--- src/rtl/game_tick_scheduler.sv ---
// Game timebase: base frame tick, per-requester divided tick enables, one-second tick, run/pause/stop FSM.
// Optional frame counter enabled by defining GAME_TICK_FRAME_CNT_EN.
module game_tick_scheduler #(
    parameter int TICK_MAX      = 1249999,
    parameter int TICKS_PER_SEC = 60,
    parameter int NUM_REQ       = 4,
    parameter int DIV_W         = 4
) (
    input  logic                       clk,
    input  logic                       reset_n,
    input  logic                       start,
    input  logic                       pause,
    input  logic                       stop,
    input  logic                       cfg_load,
    input  logic [NUM_REQ*DIV_W-1:0]   div_cfg,
    output logic                       base_tick,
    output logic [NUM_REQ-1:0]         tick_en,
    output logic                       sec_tick,
    output logic [1:0]                 state,
    output logic [15:0]                frame_cnt
);

    localparam int BASE_W = (TICK_MAX > 0) ? $clog2(TICK_MAX + 1) : 1;
    localparam int SEC_W  = (TICKS_PER_SEC > 1) ? $clog2(TICKS_PER_SEC) : 1;

    typedef enum logic [1:0] {
        ST_IDLE   = 2'b00,
        ST_RUN    = 2'b01,
        ST_PAUSED = 2'b10
    } state_t;

    state_t                     state_q, state_d;
    logic [BASE_W-1:0]          base_cnt_q, base_cnt_d;
    logic [SEC_W-1:0]           sec_cnt_q, sec_cnt_d;
    logic [NUM_REQ*DIV_W-1:0]   div_shd_q, div_shd_d;
    logic [NUM_REQ*DIV_W-1:0]   div_act_q, div_act_d;
    logic                       cfg_pend_q, cfg_pend_d;
    logic                       base_tick_q, base_tick_d;
    logic                       sec_tick_q, sec_tick_d;
    logic [NUM_REQ-1:0]         tick_en_q, tick_en_d;

    logic run_active;
    logic wrap;
    logic clear_cnt;
    logic cfg_apply;

    // stop > pause > start; pause outside RUN still blocks a start that cycle
    always_comb begin
        state_d = state_q;
        if (stop) begin
            state_d = ST_IDLE;
        end else if (pause) begin
            if (state_q == ST_RUN) begin
                state_d = ST_PAUSED;
            end
        end else if (start && (state_q != ST_RUN)) begin
            state_d = ST_RUN;
        end
    end

    // a pause or stop arriving on the wrap cycle freezes everything for that cycle
    assign run_active = (state_q == ST_RUN) && !stop && !pause;
    assign wrap       = run_active && (base_cnt_q == BASE_W'(TICK_MAX));
    assign clear_cnt  = stop || (state_q == ST_IDLE);
    assign cfg_apply  = cfg_pend_q && ((state_q != ST_RUN) || wrap);

    always_comb begin
        base_cnt_d  = base_cnt_q;
        sec_cnt_d   = sec_cnt_q;
        base_tick_d = 1'b0;
        sec_tick_d  = 1'b0;
        if (clear_cnt) begin
            base_cnt_d = '0;
            sec_cnt_d  = '0;
        end else if (wrap) begin
            base_cnt_d  = '0;
            base_tick_d = 1'b1;
            if (sec_cnt_q == SEC_W'(TICKS_PER_SEC - 1)) begin
                sec_cnt_d  = '0;
                sec_tick_d = 1'b1;
            end else begin
                sec_cnt_d = sec_cnt_q + SEC_W'(1);
            end
        end else if (run_active) begin
            base_cnt_d = base_cnt_q + BASE_W'(1);
        end
    end

    // the wrap that applies a pending config is still governed by the old divides
    always_comb begin
        div_shd_d  = cfg_load ? div_cfg : div_shd_q;
        div_act_d  = cfg_apply ? div_shd_q : div_act_q;
        cfg_pend_d = cfg_load | (cfg_pend_q & ~cfg_apply);
    end

    genvar gi;
    generate
        for (gi = 0; gi < NUM_REQ; gi++) begin : g_req
            logic [DIV_W-1:0] div_i;
            logic [DIV_W-1:0] sub_q, sub_d;
            logic             tick_i;

            assign div_i = div_act_q[gi*DIV_W +: DIV_W];

            always_comb begin
                sub_d  = sub_q;
                tick_i = 1'b0;
                if (wrap && (div_i != '0)) begin
                    if (sub_q == (div_i - DIV_W'(1))) begin
                        sub_d  = '0;
                        tick_i = 1'b1;
                    end else begin
                        sub_d = sub_q + DIV_W'(1);
                    end
                end
                if (clear_cnt || cfg_apply) begin
                    sub_d = '0;
                end
            end

            assign tick_en_d[gi] = tick_i;

            always_ff @(posedge clk or negedge reset_n) begin
                if (!reset_n) begin
                    sub_q <= '0;
                end else begin
                    sub_q <= sub_d;
                end
            end
        end
    endgenerate

    always_ff @(posedge clk or negedge reset_n) begin
        if (!reset_n) begin
            state_q     <= ST_IDLE;
            base_cnt_q  <= '0;
            sec_cnt_q   <= '0;
            div_shd_q   <= '0;
            div_act_q   <= '0;
            cfg_pend_q  <= 1'b0;
            base_tick_q <= 1'b0;
            sec_tick_q  <= 1'b0;
            tick_en_q   <= '0;
        end else begin
            state_q     <= state_d;
            base_cnt_q  <= base_cnt_d;
            sec_cnt_q   <= sec_cnt_d;
            div_shd_q   <= div_shd_d;
            div_act_q   <= div_act_d;
            cfg_pend_q  <= cfg_pend_d;
            base_tick_q <= base_tick_d;
            sec_tick_q  <= sec_tick_d;
            tick_en_q   <= tick_en_d;
        end
    end

`ifdef GAME_TICK_FRAME_CNT_EN
    logic [15:0] frame_cnt_q, frame_cnt_d;

    always_comb begin
        frame_cnt_d = frame_cnt_q;
        if (clear_cnt) begin
            frame_cnt_d = '0;
        end else if (wrap) begin
            frame_cnt_d = frame_cnt_q + 16'd1;
        end
    end

    always_ff @(posedge clk or negedge reset_n) begin
        if (!reset_n) begin
            frame_cnt_q <= '0;
        end else begin
            frame_cnt_q <= frame_cnt_d;
        end
    end

    assign frame_cnt = frame_cnt_q;
`else
    assign frame_cnt = 16'h0000;
`endif

    assign base_tick = base_tick_q;
    assign sec_tick  = sec_tick_q;
    assign tick_en   = tick_en_q;
    assign state     = state_q;

endmodule

--- config.mk ---
export PLATFORM = sky130hd
export DESIGN_NAME = game_tick_scheduler
export DESIGN_NICKNAME = d
export VERILOG_FILES = /design/src/rtl/game_tick_scheduler.sv
export SDC_FILE = /design/constraint.sdc
export NUM_CORES = 1
export LEC_CHECK = 0
export BUFFER_PORTS_ARGS = -buffer_cell sky130_fd_sc_hd__buf_2
export CAP_MARGIN = 20
export CORE_ASPECT_RATIO = 1.5
export CORE_MARGIN = 4
export CORE_UTILIZATION = 55
export CTS_BUF_LIST = sky130_fd_sc_hd__clkbuf_4
export DETAILED_ROUTE_END_ITERATION = 16
export PLACE_DENSITY = 0.89
export SLEW_MARGIN = 20
export SYNTH_ARGS = -nofsm -noshare
export SYNTH_HDL_FRONTEND = slang
export SYNTH_SLANG_ARGS = --single-unit
--- constraint.sdc ---
create_clock -name clk -period 2.35 [get_ports clk]
set_input_delay 0 -clock clk [delete_from_list [all_inputs] [get_ports clk]]
set_output_delay 0 -clock clk [all_outputs]
set_load 0.01 [all_outputs]
Yosys cells after proc, flatten, opt, wreduce, memory -nomap -nowiden
Index checks and enable logic that the tools add are counted.
{ "word_totals": {"reg_bits": 84, "input_bits": 22, "output_inout_bits": 24, "word_cells": 97} }
{ "classes": {"n_addsub": 10, "eq_ne": 9, "mux": 35, "bitwise": 3, "n_reduce_logical": 27} }
{ "op_table": {"columns": ["operator", "count"], "rows": [
  ["$mux W21", 3],
  ["$mux W4", 12],
  ["$add A21 B1 Y21 const B", 1],
  ["$eq A21 B21 Y1 const B", 1],
  ["$mux W6", 3],
  ["$add A4 B1 Y4 const B", 4],
  ["$eq A4 B4 Y1", 4],
  ["$reduce_bool A4 Y1", 4],
  ["$sub A4 B1 Y4 const B", 4],
  ["$mux W1", 13],
  ["$reduce_bool A2 Y1", 5],
  ["$logic_and A1 B1 Y1", 9],
  ["$mux W2", 4],
  ["$add A6 B1 Y6 const B", 1],
  ["$eq A6 B6 Y1 const B", 1],
  ["$reduce_bool A3 Y1", 2],
  ["$logic_or A1 B1 Y1", 3],
  ["$ne A3 B1 Y1 const B", 1],
  ["$eq A2 B1 Y1 const B", 1],
  ["$logic_not A1 Y1", 2],
  ["$logic_not A2 Y1", 1],
  ["$ne A2 B1 Y1 const B", 1],
  ["$reduce_and A2 Y1", 1],
  ["$and A1 B1 Y1", 1],
  ["2 further kinds", 2]
]} }

Longest topological paths before layout
Gate-level depths: netlist of the first run.
{ "depth": {"word_depth": 9, "mapped_depth": 8, "ltp_nobuf": 7} }

Worst setup path before layout of the first run
OpenSTA, ideal clock, no wires.
{ "synth_timing": {"path_type": "register to register", "start": "register base_cnt_q[0]", "end": "register g_req[0].sub_q[3]", "setup_ps": 78, "arrival_time_ps": 2468, "required_time_ps": 2272, "setup_slack_ps": -196, "stages_incl_launch_ff": 8, "path_buffers": 1, "period_less_slack_ps": 2546, "cell_sequence": "dfrtp_1 -> ha_1 -> nand3_2 -> or4_1 -> buf_2 -> or4_4 -> or4b_1 -> a21oi_1"} }
{ "synth_via": {"elab_chain_len": 6, "word_cells_on_any_way": 8, "classes_between": "eq/ne (1); mux (1); reduce/logical (6)"} }
{ "synth_rtl": {"columns": ["element", "line_no", "rtl"], "rows": [
  ["start, declared", "33", "logic [BASE_W-1:0] base_cnt_q, base_cnt_d;"],
  ["start signal, assigned", "146", "base_cnt_q <= base_cnt_d;"],
  ["$eq A21 B21 Y1 *", "63", "assign wrap = run_active && (base_cnt_q == BASE_W'(TICK_MAX));"],
  ["$logic_and A1 B1 Y1 *", "63", null],
  ["$logic_or A1 B1 Y1", "65", "assign cfg_apply = cfg_pend_q && ((state_q != ST_RUN) || wrap);"],
  ["$logic_and A1 B1 Y1", "65", null],
  ["$logic_or A1 B1 Y1", "116", "if (clear_cnt || cfg_apply) begin"],
  ["$mux W4 / $reduce_bool A2 Y1 (equally long branches)", null, null],
  ["end signal, assigned", "127", "sub_q <= sub_d;"],
  ["end, declared", "100", "logic [DIV_W-1:0] sub_q, sub_d;"]
]} }
Mark *: on every way between the ends. The rest lies on a longest branch, timed or not.
A chain may end at the register's enable or synchronous reset.

Final worst setup path of the first run
{ "layout_timing": {"start": "register base_cnt_q[5]", "end": "register g_req[1].sub_q[3]"} }
{ "layout_via": {"elab_chain_len": 6, "word_cells_on_any_way": 8, "classes_between": "eq/ne (1); mux (1); reduce/logical (6)"} }
{ "layout_rtl": {"columns": ["element", "line_no"], "rows": [
  ["$eq A21 B21 Y1 *", "63"],
  ["$logic_and A1 B1 Y1 *", "63"],
  ["$logic_or A1 B1 Y1", "65"],
  ["$logic_and A1 B1 Y1", "65"],
  ["$logic_or A1 B1 Y1", "116"],
  ["$mux W4 / $reduce_bool A2 Y1 (equally long branches)", null],
  ["end signal, assigned", "127"],
  ["end, declared", "100"]
]} }
Marked as above.

==> results of run 1 <==
-- layer usage --
metal / global-route usage / vias to the layer above
met5: 0 / -
li1: - / 1638
met3: 0.03216 / 22
met1: 0.2444 / 1728
met4: 0.1142 / 0
met2: 0.3827 / 74
-- layout make-up --
cell class / count / area (µm²) / area share
Clock inverter: 3 / 37.54 / 0.007074
Timing Repair Buffer: 91 / 691.9 / 0.1304
Multi-Input combinational cell: 304 / 2182 / 0.4112
Sequential cell: 84 / 2102 / 0.3961
Inverter: 18 / 67.56 / 0.01273
Tap cell: 102 / 127.6 / 0.02405
Clock buffer: 13 / 97.59 / 0.01839
-- where the power goes --
group,total [mW],internal (mW),switching [mW]
Combinational,0.500,0.256,0.244
Sequential,1.60,1.53,0.0737
Clock,0.845,0.367,0.478
-- synthesized netlist by cell type, types with 5 or more instances --
library cell and instances:
nor3b_1 6, or4_1 5, nand4_1 6, mux2_2 32, nor2_1 29, nor3_1 12
inv_1 17, nand2_1 29, buf_4 16, a21oi_1 25, clkbuf_1 7, dfrtp_1 84
xnor2_1 23, ha_1 13, o21ai_0 15, xor2_1 7, nor4_1 10, nand3_1 17
-- state kept, by name, indices dropped and copies added (netlist names) --
| name | cells |
|---|---|
| cfg_pend_q | 1 |
| g_req.sub_q | 16 |
| state | 2 |
| base_cnt_q | 21 |
| base_tick | 1 |
| div_shd_q | 16 |
| tick_en | 4 |
| div_act_q | 16 |
| sec_cnt_q | 6 |
| sec_tick | 1 |
-- kinds of logic (layout without fill, tap and decap cells) --
| logic type | count (synthesis) | count (layout) | synth area share |
|---|---|---|---|
| buffers and inverters | 43 | 125 | 0.05067 |
| flip-flops | 84 | 84 | 0.4782 |
| other | 1 | 16 | 0.0008532 |
| adder cells (fa/ha/maj) | 13 | 13 | 0.03701 |
| AO/OA/AOI/OAI | 59 | 59 | 0.07743 |
| XOR/XNOR | 34 | 34 | 0.08141 |
| multiplexers | 33 | 33 | 0.08426 |
| AND/OR/NAND/NOR | 149 | 149 | 0.1902 |
-- worst min path at each step --
stage / from / to / slack, ns
final: reset_n / base_cnt_q[3] / 0.15
after global routing: reset_n / base_cnt_q[3] / 0.22
after CTS: reset_n / state[0] / 0.30
after detailed placement: div_cfg[5] / div_shd_q[5] / 0.23
after global placement: div_cfg[11] / div_shd_q[11] / 0.23
after floorplan: reset_n / base_cnt_q[0] / -0.30
-- per-stage QoR --
stage                     worst slack, ns  setup TNS [ns]  hold slack [ns]
after global routing              -0.2310         -0.8611           0.2240
after detailed placement          -0.2401          -2.212           0.2344
final                             -0.1427         -0.4920           0.1539
after CTS                         -0.1089         -0.3693           0.2985
after floorplan                   -0.1928         -0.7711          -0.2956
after global placement            -0.1497         -0.5827           0.2319
-- repair_timing --
action	in CTS	in global routing
resized for setup	3	14
hold endpoints to repair	104	0
hold buffers	22	0
pin swaps	1	2
setup endpoints to repair	24	9
==> results.txt, run 1 <==
WL met1: 3.666 mm
# clock sinks: 84
final WL: 9.600 mm
Post-Layout Cell Count: 615
failing checks: negative setup slack
router iterations before antenna repair: 4
maximum vdd drop: 0.3211 mV
metal2 WL: 5.339 mm
clk_skew: 0.01207 ns
crit path time final: 2.493 ns
FF+latch count, synth: 84
largest net degree at the start of global routing: 85
Crit-path slowest cell: or4_4
crit path cell chain: or3b_4 -> or4_4 -> or4_4 -> or4b_4 -> a21oi_2
Vias/cell: 5.629
insertion delay to the later sink of the worst-skew pair: 0.44 ns
placed inst area: 0.004891 mm²
Synth area leader: dfrtp_1
setup bufs post-CTS: 0
final worst slack: -0.1427 ns
Worst slew margin: 0.2635
Fmax achieved: 401.2 MHz
Synth area leaders: dfrtp_1 (48%), mux2_2 (8.2%), xnor2_1 (4.6%)
asr flop ratio synth: 1.000
post-synth top area share: 0.4782
syn_area_per_cell: 10.57 µm²
Crit Path Max Fanout: 7
WP data arrival: 2.88 ns
WL met3: 313 µm
Req. time, crit path: 2.73 ns
HP Class: input pin to asynchronous set/reset pin
commonest non-fill, non-tap cells in the layout: dfrtp_1 (84), buf_4 (37), mux2_2 (32)
total CTS buffers: 9
I/O Pins: 46
worst reg2reg path startpoint: base_cnt_q[5]
Critical Path Sink Type: flip-flop
fin area: 0.005306 mm²
total power: 2.947 mW
Placed Cells incl. Taps: 577
endpoints failing setup: 4
Synth warnings: 0
layout cell share with drive strength beyond 1: 0.2632
Static Leak: 2.277 nW
initial antenna violation count: 0
Final Util: 0.6883
critical path's most frequent cell: or4_4
total number of H-tree levels: 3
sequential fraction of the synthesis area: 0.4782
Worst Setup SP: base_cnt_q[5]
IO Port Bufs: 29
RePlAce Congestion: 0.8514
# rows: 39
Yosys cell types: 51
Main synth FF type: dfrtp_1
crit share post-route: 1.061
CP top delay family: simple AND/OR/NAND/NOR gates
remaining routing DRC violations: 0
GRT Util Overall: 0.2170
CP peak stage delay: 0.55 ns
post-DP HPWL: 6.474 mm
Worst Tran Pin Value: 1.101 ns
fill cell count: 560
Synth Instances: 416
outcome: finished with violations
CORE AREA: 0.007710 mm²
Final Hold Violating Endpoints: 0
Pins Over Slew Limit: 0
die height: 117.5 µm
Nets: 543
Routed Antenna Nets: 0
Critical Path Stages: 5
RSZ-0062 raised after global routing: true
CTS tree: yes
clk buf depth: 2
drt wl/cell: 15.61 µm
pwr dens: 555.3 mW/mm²
crit path to: g_req[1].sub_q[3]
Initial Util: 0.5701
r2r setup slk: -0.14 ns
most common cell after layout, fill and taps aside: dfrtp_1
total congestion overflow: 0
synthesized area: 0.004395 mm²
die width: 80.99 µm
first-pass GRT wire length: 16.19 mm
Worst setup SP type: flip-flop
Critical path buffers and inverters: 0
end of the worst register-to-register path: g_req[1].sub_q[3]
max layer used: met4
synthesis-to-finish area growth: 20.72%
EDFF count, synth: 0
r2r worst-path depth: 5
initial DRC count: 243
clock-pin slew on the worst setup and hold paths: 0.12 ns
max_cap viols: 0
critical path class: flip-flop to flip-flop
n_diodes: 0
vias in the first global route: 3611
clock root cell: clkbuf_4
total number of vias: 3462
DIE AREA: 0.009516 mm²
(Power assumes the default switching activity.)
==> run 2, diff against run 1 <==
--- a/config.mk
+++ b/config.mk
@@ -6,13 +6,15 @@
 export NUM_CORES = 1
 export LEC_CHECK = 0
 export BUFFER_PORTS_ARGS = -buffer_cell sky130_fd_sc_hd__buf_2
-export CAP_MARGIN = 20
+export CAP_MARGIN = 15
+export CELL_PAD_IN_SITES_DETAIL_PLACEMENT = 0
+export CELL_PAD_IN_SITES_GLOBAL_PLACEMENT = 1
 export CORE_ASPECT_RATIO = 1.5
 export CORE_MARGIN = 4
-export CORE_UTILIZATION = 55
+export CORE_UTILIZATION = 44
 export CTS_BUF_LIST = sky130_fd_sc_hd__clkbuf_4
 export DETAILED_ROUTE_END_ITERATION = 16
-export PLACE_DENSITY = 0.89
+export PLACE_DENSITY = 0.9
 export SLEW_MARGIN = 20
 export SYNTH_ARGS = -nofsm -noshare
 export SYNTH_HDL_FRONTEND = slang
==> constraint.sdc (replaced) <==
create_clock -name clk -period 2.2 [get_ports clk]
set_input_delay 0 -clock clk [delete_from_list [all_inputs] [get_ports clk]]
set_output_delay 0 -clock clk [all_outputs]
set_load 0.01 [all_outputs]
==> results.txt, run 2 (synthesis gave the netlist of run 1 again) <==
n_diodes: 0
vias in the first global route: 3516
RSZ-0062 raised after global routing: true
Nets: 558
clock root cell: clkbuf_4
Crit Path Max Fanout: 6
failing checks: negative setup slack
drt wl/cell: 14.79 µm
die height: 130.4 µm
outcome: finished with violations
HP Class: input pin to asynchronous set/reset pin
# rows: 44
router iterations before antenna repair: 4
max_cap viols: 0
Fmax achieved: 417.0 MHz
Worst setup SP type: flip-flop
total number of vias: 3457
post-DP HPWL: 6.894 mm
total congestion overflow: 0
I/O Pins: 46
Req. time, crit path: 2.60 ns
Critical Path Sink Type: flip-flop
Worst Tran Pin Value: 0.7961 ns
Final TNS setup: -2.074 ns
insertion delay to the later sink of the worst-skew pair: 0.46 ns
WP data arrival: 2.80 ns
Final Hold Violating Endpoints: 0
Final Util: 0.5621
Pins Over Slew Limit: 0
largest net degree at the start of global routing: 50
initial antenna violation count: 0
endpoints failing setup: 16
DIE AREA: 0.01169 mm²
die width: 89.61 µm
Routed Antenna Nets: 0
Largest Register: base_cnt_q
Worst slew margin: 0.4673
clock-pin slew on the worst setup and hold paths: 0.14 ns
clk buf depth: 2
crit path time final: 2.398 ns
IO Port Bufs: 29
first-pass GRT wire length: 15.95 mm
# clock sinks: 84
Static Leak: 2.346 nW
CORE AREA: 0.009744 mm²
RePlAce Congestion: 0.8579
maximum vdd drop: 0.2960 mV
crit share post-route: 1.090
Initial Util: 0.4511
initial DRC count: 145
pwr dens: 578.2 mW/mm²
CTS tree: yes
synthesis-to-finish area growth: 24.62%
total CTS buffers: 9
remaining routing DRC violations: 0
critical path class: flip-flop to flip-flop
max FFs per register: 21
Vias/cell: 5.376
commonest non-fill, non-tap cells in the layout: dfrtp_1 (84), buf_4 (53), mux2_2 (32)
final worst slack: -0.1981 ns
GRT Util Overall: 0.1754
most common cell after layout, fill and taps aside: dfrtp_1
clk_skew: 0.01395 ns
layout cell share with drive strength beyond 1: 0.2917
final WL: 9.511 mm
total number of H-tree levels: 3
run 2: timing repair:
item | in CTS | in global routing
endpoints found under the hold margin | 71 | 0
pin swaps | 10 | 2
resized for setup | 10 | 7
gates cloned | 0 | 0
setup endpoints to repair | 25 | 33
hold buffers | 22 | 0
buffers inserted | 1 | 1
run 2: final cells by class:
class | instances | area, µm²
repair buffers | 106 | 809.5
inverters | 18 | 67.56
clock inverters | 7 | 73.82
clock buffers | 9 | 67.56
fillers | 834 | 4267
multi-input cells | 304 | 2213
flip-flops and latches | 84 | 2102
well taps | 115 | 143.9
run 2: worst max-delay path: stages (launching register included):
cell	delay [ns]
dfrtp_1	0.40
or3b_1	0.39
or4_4	0.48
or4_4	0.44
or4b_4	0.49
a21oi_2	0.13
run 2: per-stage QoR:
step           setup WS, ns  cell area [µm²]  hold slack [ns]  instances  power (mW)
2_1_floorplan       -0.3428             4466          -0.2956        431       2.101
3_3_place_gp        -0.3151             5017          0.06232        603       2.219
5_1_grt             -0.2592             5478           0.1213        643       3.352
6_report            -0.1981             5478          0.09860        643       3.167
3_5_place_dp        -0.4085             5017          0.06929        603       2.252
4_1_cts             -0.2066             5423          0.09552        642       3.205
run 2: report_power, final:
| group | internal (mW) | total (mW) | switching (mW) |
|---|---|---|---|
| Combinational | 0.283 | 0.543 | 0.260 |
| Clock | 0.352 | 0.919 | 0.567 |
| Sequential | 1.63 | 1.71 | 0.0733 |
run 2: path summary, 6_finish.rpt:
kind / depth (start not counted) / slack [ns] / endpoint / start
max in group asynchronous: 3 / 1.48 / div_act_q[5] / reset_n
min reg2reg: 1 / 0.52 / div_act_q[7] / div_shd_q[7]
min: 2 / 0.1 / base_cnt_q[5] / reset_n
max reg2reg: 5 / -0.20 / g_req[2].sub_q[3] / base_cnt_q[5]
max: 5 / -0.20 / g_req[2].sub_q[3] / base_cnt_q[5]
min in group clk: 3 / 0.29 / div_shd_q[4] / div_cfg[4]
run 2: metal layers:
layer / GRT usage / up-vias / part of all wire
met4: 0.06223 / 0 / 0.020
li1: - / 1674 / -
met5: 0 / - / 0
met3: 0.04391 / 16 / 0.032
met1: 0.1956 / 1709 / 0.41
met2: 0.3164 / 58 / 0.54
